### src/rtl/fetch_queue.sv
// Fetch-to-decode decoupling FIFO of {pc, pc_plus4, instruction} tuples with flush.
// Optional performance counters are compiled in with FETCH_QUEUE_PERF_EN.
module fetch_queue #(
    parameter int unsigned     DEPTH     = 4,
    parameter int unsigned     XLEN      = 32,
    parameter logic [XLEN-1:0] NOP_INSTR = XLEN'(32'h0000_0013)
) (
    input  logic                   clk,
    input  logic                   rst_n,
    input  logic                   in_valid,
    output logic                   in_ready,
    input  logic [XLEN-1:0]        in_pc,
    input  logic [XLEN-1:0]        in_pc_plus4,
    input  logic [XLEN-1:0]        in_instr,
    input  logic                   flush,
    output logic                   out_valid,
    input  logic                   out_ready,
    output logic [XLEN-1:0]        out_pc,
    output logic [XLEN-1:0]        out_pc_plus4,
    output logic [XLEN-1:0]        out_instr,
    output logic                   fetch_stall,
    output logic [$clog2(DEPTH):0] count
`ifdef FETCH_QUEUE_PERF_EN
    ,
    output logic [31:0]            perf_full_cycles,
    output logic [31:0]            perf_empty_cycles,
    output logic [31:0]            perf_flushes
`endif
);

    localparam int unsigned AW = $clog2(DEPTH);
    localparam int unsigned CW = AW + 1;

    logic [AW-1:0]   wr_ptr;
    logic [AW-1:0]   rd_ptr;
    logic [XLEN-1:0] pc_mem    [DEPTH];
    logic [XLEN-1:0] pc4_mem   [DEPTH];
    logic [XLEN-1:0] instr_mem [DEPTH];
    logic            push;
    logic            pop;

    // Handshake flags are pure functions of the registered occupancy.
    assign in_ready    = (count != CW'(DEPTH));
    assign fetch_stall = ~in_ready;
    assign out_valid   = (count != '0);
    assign push        = in_valid & in_ready;
    assign pop         = out_valid & out_ready;

    // Head read; an empty queue presents a canonical NOP rather than stale data.
    always_comb begin
        out_pc       = '0;
        out_pc_plus4 = '0;
        out_instr    = NOP_INSTR;
        if (out_valid) begin
            out_pc       = pc_mem[rd_ptr];
            out_pc_plus4 = pc4_mem[rd_ptr];
            out_instr    = instr_mem[rd_ptr];
        end
    end

    // Entry storage needs no reset; occupancy gates every read.
    always_ff @(posedge clk) begin
        if (push) begin
            pc_mem[wr_ptr]    <= in_pc;
            pc4_mem[wr_ptr]   <= in_pc_plus4;
            instr_mem[wr_ptr] <= in_instr;
        end
    end

    always_ff @(posedge clk or negedge rst_n) begin
        if (!rst_n) begin
            wr_ptr <= '0;
            rd_ptr <= '0;
            count  <= '0;
        end else if (flush) begin
            wr_ptr <= '0;
            rd_ptr <= '0;
            count  <= '0;
        end else begin
            if (push) wr_ptr <= wr_ptr + AW'(1);
            if (pop)  rd_ptr <= rd_ptr + AW'(1);
            case ({push, pop})
                2'b10:   count <= count + CW'(1);
                2'b01:   count <= count - CW'(1);
                default: count <= count;
            endcase
        end
    end

`ifdef FETCH_QUEUE_PERF_EN
    // Free-running event counters; wrap at 2^32.
    always_ff @(posedge clk or negedge rst_n) begin
        if (!rst_n) begin
            perf_full_cycles  <= '0;
            perf_empty_cycles <= '0;
            perf_flushes      <= '0;
        end else begin
            if (in_valid && !in_ready)  perf_full_cycles  <= perf_full_cycles + 32'(1);
            if (!out_valid && out_ready) perf_empty_cycles <= perf_empty_cycles + 32'(1);
            if (flush)                   perf_flushes      <= perf_flushes + 32'(1);
        end
    end
`endif

endmodule

### config.mk
export PLATFORM = sky130hd
export DESIGN_NAME = fetch_queue
export DESIGN_NICKNAME = d
export VERILOG_FILES = /design/src/rtl/fetch_queue.sv
export SDC_FILE = /design/constraint.sdc
export NUM_CORES = 1
export LEC_CHECK = 0
export BUFFER_PORTS_ARGS = -buffer_cell sky130_fd_sc_hd__buf_2
export CORE_MARGIN = 2
export CORE_UTILIZATION = 51
export CTS_CLUSTER_SIZE = 24
export DETAILED_ROUTE_END_ITERATION = 12
export PLACE_DENSITY = 0.68
export SLEW_MARGIN = 20
export SYNTH_ARGS = -nofsm -noshare
export SYNTH_HDL_FRONTEND = slang
export SYNTH_SLANG_ARGS = --single-unit
export TNS_END_PERCENT = 1
### constraint.sdc
create_clock -name clk -period 10.6 [get_ports clk]
set_input_delay 2.12 -clock clk [delete_from_list [all_inputs] [get_ports clk]]
set_output_delay 2.12 -clock clk [all_outputs]
set_load 0.05 [all_outputs]
==> implementation parameters <==
Parameter                              Value

Status
  Run status ... finished, final reports clean

Worst setup path
  Reg-to-reg startpoint ... count[0]
  Critical path peak fanout ... 47
  Crit path buf inv count ... 2
  CP cell instances ... buf_4 -> mux4_2 -> and2_1 -> buf_2
  Levels on crit path ... 4
  Required time reported for the critical path endpoint ... 8480 ps
  Maximum single-stage delay on the critical path ... 810 ps
  Crit path DAT ... 3150 ps
  Top delay family on crit path ... buffers and inverters
  Kind of critical path ... flop to output pin
  Setup crit start kind ... flop
  Slowest stage cell on the critical path ... sky130_fd_sc_hd__buf_4
  R2R cell count ... 3
  Crit end category ... output pin
  Beginning of the critical path ... rd_ptr[0]

Placed design
  Detail Placement HPWL ... 15.8 mm
  Worst setup timing slack at the placement stage ... 5750 ps
  Count of buffers inserted at the top-level ports ... 202
  Placed Instance Area ... 16400 um^2
  Placed Cells ... 1230
  Placer congestion estimate ... 0.687

Die
  Die outline height ... 176 um
  Boundary pin count ... 203
  Overall die area ... 30800 um^2
  Initial Utilization ... 0.520
  Die outline width ... 176 um
  Core area ... 28900 um^2
  Number of rows in the core area ... 62

Synthesis
  Netlist area before placement ... 15000 um^2
  Mean area per synthesized cell ... 22.3 um^2
  Post-synthesis share of cell area spent on full adders, half adders and majority gates ... 0.00467
  Synth cell types ... 36
  Mux cell area share after synthesis ... 0.144
  Number of nets produced by synthesis ... 779
  Number of flops mapped to enable cells by yosys ... 384
  Number of storage elements in the synthesis netlist ... 391
  Fraction of registers with async set or reset after synthesis ... 0.0179
  Portion of the post-synthesis area used by sequential elements ... 0.780
  Syn Inst Count ... 673
  Primary flip-flop cell chosen by synthesis mapping ... sky130_fd_sc_hd__edfxtp_1
  Synthesis Warnings ... 0
  Area share of and/or/nand/nor cells after synthesis ... 0.0501
  Fraction of the mapped netlist area in compound gates ... 0.00483
  Main combinational cell family by area after synthesis ... multiplexers
  Fraction of synthesized cell area in xor and xnor cells ... 0.00233

Power and ir drop
  Power, Total ... 3.91 mW
  Worst vdd rail ir drop ... 0.000167 V
  Leakage power ... 6.10 nW
  Power density over the cells ... 222 nW/um^2

Finish
  Final Instance Area ... 17700 um^2
  Final Instance Count excl. Fillers ... 1309
  Leading cell types in the layout, fill and taps excluded ... 384 x sky130_fd_sc_hd__edfxtp_1, 202 x sky130_fd_sc_hd__buf_2, 96 x sky130_fd_sc_hd__mux4_2
  Commonest non-fill, non-tap cell in the layout ... sky130_fd_sc_hd__edfxtp_1
  Final layout net count ... 996
  Share of layout cells above drive strength 1 ... 0.398
  Filler Cell Count ... 2137
  Area overhead of the layout relative to synthesis ... 17.7%
  Combined area of the multi-input logic cells ... 3110 um^2
  Area occupied by registers ... 11700 um^2

Routing
  DR vias/cell ... 5.44
  DR pass1 iterations ... 5
  Detailed router's first-iteration violation count ... 482
  DR vias ... 7124
  Count of unresolved DRC violations after routing ... 0
  Sum of routed wire length over all layers ... 27.8 mm
  Antenna violation net count after detailed routing ... 0
  DR WL/cell ... 21.3 um

Clock tree
  Hold_buf cts ... 0
  CTS tree ... done
  Clock-pin transition on the worst setup and hold timing paths ... 50 ps
  Post-CTS sizing ... 0
  Number of buffers created by CTS ... 42
  Maximum clock insertion buffer count ... 3
  Number of post-CTS setup repair buffers ... 0
  H-Tree Depth ... 2
  Clk root buf ... sky130_fd_sc_hd__clkbuf_16
  Number of clock sinks seen by CTS ... 391
  Clock latency at the later pin of the worst-skew pair ... 530 ps

Timing
  Number of pins exceeding their max-slew limit in the final report ... 0
  Relative slew margins ... 0.320
  Final period utilization ... 0.498
  Worst-case setup margin in the final layout ... 5330 ps
  Setup_tns ... 0 ps
  Final critical-path required period ... 5270 ps
  Highest Clock Rate ... 190 MHz
  Actual transition at the worst max-transition pin ... 1020 ps
  Number of endpoints with negative hold slack in the final report ... 0
  Final-report setup violation count ... 0
  Post-route clock skew ... 10.3 ps
  Setup repair after global routing missed its margin ... false

Run
  Count of maximum capacitance violations ... 0

Global routing
  Total global routing track utilization ... 0.185
  Via count of the first global-routing pass ... 7597
  Initial antenna violation count ... 6
  Total congestion overflow after global routing ... 0
  Maximum number of pins on one net before global-route repair ... 68
  Global-route wire length before repair ... 43.2 mm

Hold path
  Min-delay worst type ... flop to flop
  Worst Hold Depth ... 2
  Hold Startpoint ... wr_ptr[1]
kinds of logic (layout without fill, tap and decap cells):
family / after synthesis / in the layout
AO/OA/AOI/OAI: 11 / 11
multiplexers: 96 / 96
flip-flops: 391 / 391
other: 0 / 3
adder cells (fa/ha/maj): 5 / 5
buffers and inverters: 41 / 290
AND/OR/NAND/NOR: 125 / 125
XOR/XNOR: 4 / 4
worst min-delay path, stage by stage (launching register included):
cell and delay, ps:
sky130_fd_sc_hd__dfrtp_1 410, sky130_fd_sc_hd__nand2_1 70, sky130_fd_sc_hd__a21oi_1 60
state kept, by name, indices dropped and copies added, names as in the netlist:
name,flops
instr_mem,128
wr_ptr,2
pc4_mem,128
count,3
rd_ptr,2
pc_mem,128
metrics by stage:
step / utilization / hold slack, ps
after CTS: 0.612 / 574
after detailed placement: 0.568 / 566
final: 0.612 / 576
after global routing: 0.612 / 601
after floorplan: - / 536
after global placement: 0.568 / 568
cells in the mapped netlist (3+ instances only):
library cell               number  area, um^2
sky130_fd_sc_hd__and2_1        93         582
sky130_fd_sc_hd__dfrtp_1        7         175
sky130_fd_sc_hd__ha_1           4        50.1
sky130_fd_sc_hd__nand3_1        4        20.0
sky130_fd_sc_hd__nand2_1        6        22.5
sky130_fd_sc_hd__or2_1          3        18.8
sky130_fd_sc_hd__edfxtp_1     384       11500
sky130_fd_sc_hd__inv_1          4        15.0
sky130_fd_sc_hd__clkbuf_1      15        56.3
sky130_fd_sc_hd__buf_6          3        33.8
sky130_fd_sc_hd__a21oi_1        3        15.0
sky130_fd_sc_hd__buf_2         15        75.1
sky130_fd_sc_hd__and3_1         5        31.3
sky130_fd_sc_hd__mux4_2        96        2160
sky130_fd_sc_hd__nor2_1         6        22.5
metal layers:
| layer | wire length (um) | up-vias | GRT usage |
|---|---|---|---|
| met4 | 500 | 6 | 0.0465 |
| met2 | 14100 | 189 | 0.309 |
| met3 | 1940 | 50 | 0.0582 |
| li1 | - | 3183 | - |
| met5 | 41 | - | 0 |
| met1 | 11300 | 3696 | 0.238 |
final cells by class:
type	count	area share
repair buffers	210	0.0606
flip-flops and latches	391	0.663
inverters	4	0.000850
diodes	3	0.000425
clock buffers	58	0.0641
clock inverters	18	0.00779
well taps	384	0.0272
multi-input cells	241	0.176
report_power, final:
part           internal, mW  leakage [nW]  switching [mW]
registers              1.80          3.61          0.0333
clock network         0.795         0.621           0.554
logic                 0.230          1.87           0.503
final timing paths:
path | endpoint | slack (ps)
max | out_pc[2] | 5330
min | wr_ptr[1] | 580
max reg2reg | instr_mem[3][19] | 7820
min reg2reg | wr_ptr[1] | 580
max in group asynchronous | rd_ptr[1] | 8980
min in group asynchronous | wr_ptr[0] | 1430
(Power assumes the default switching activity.)
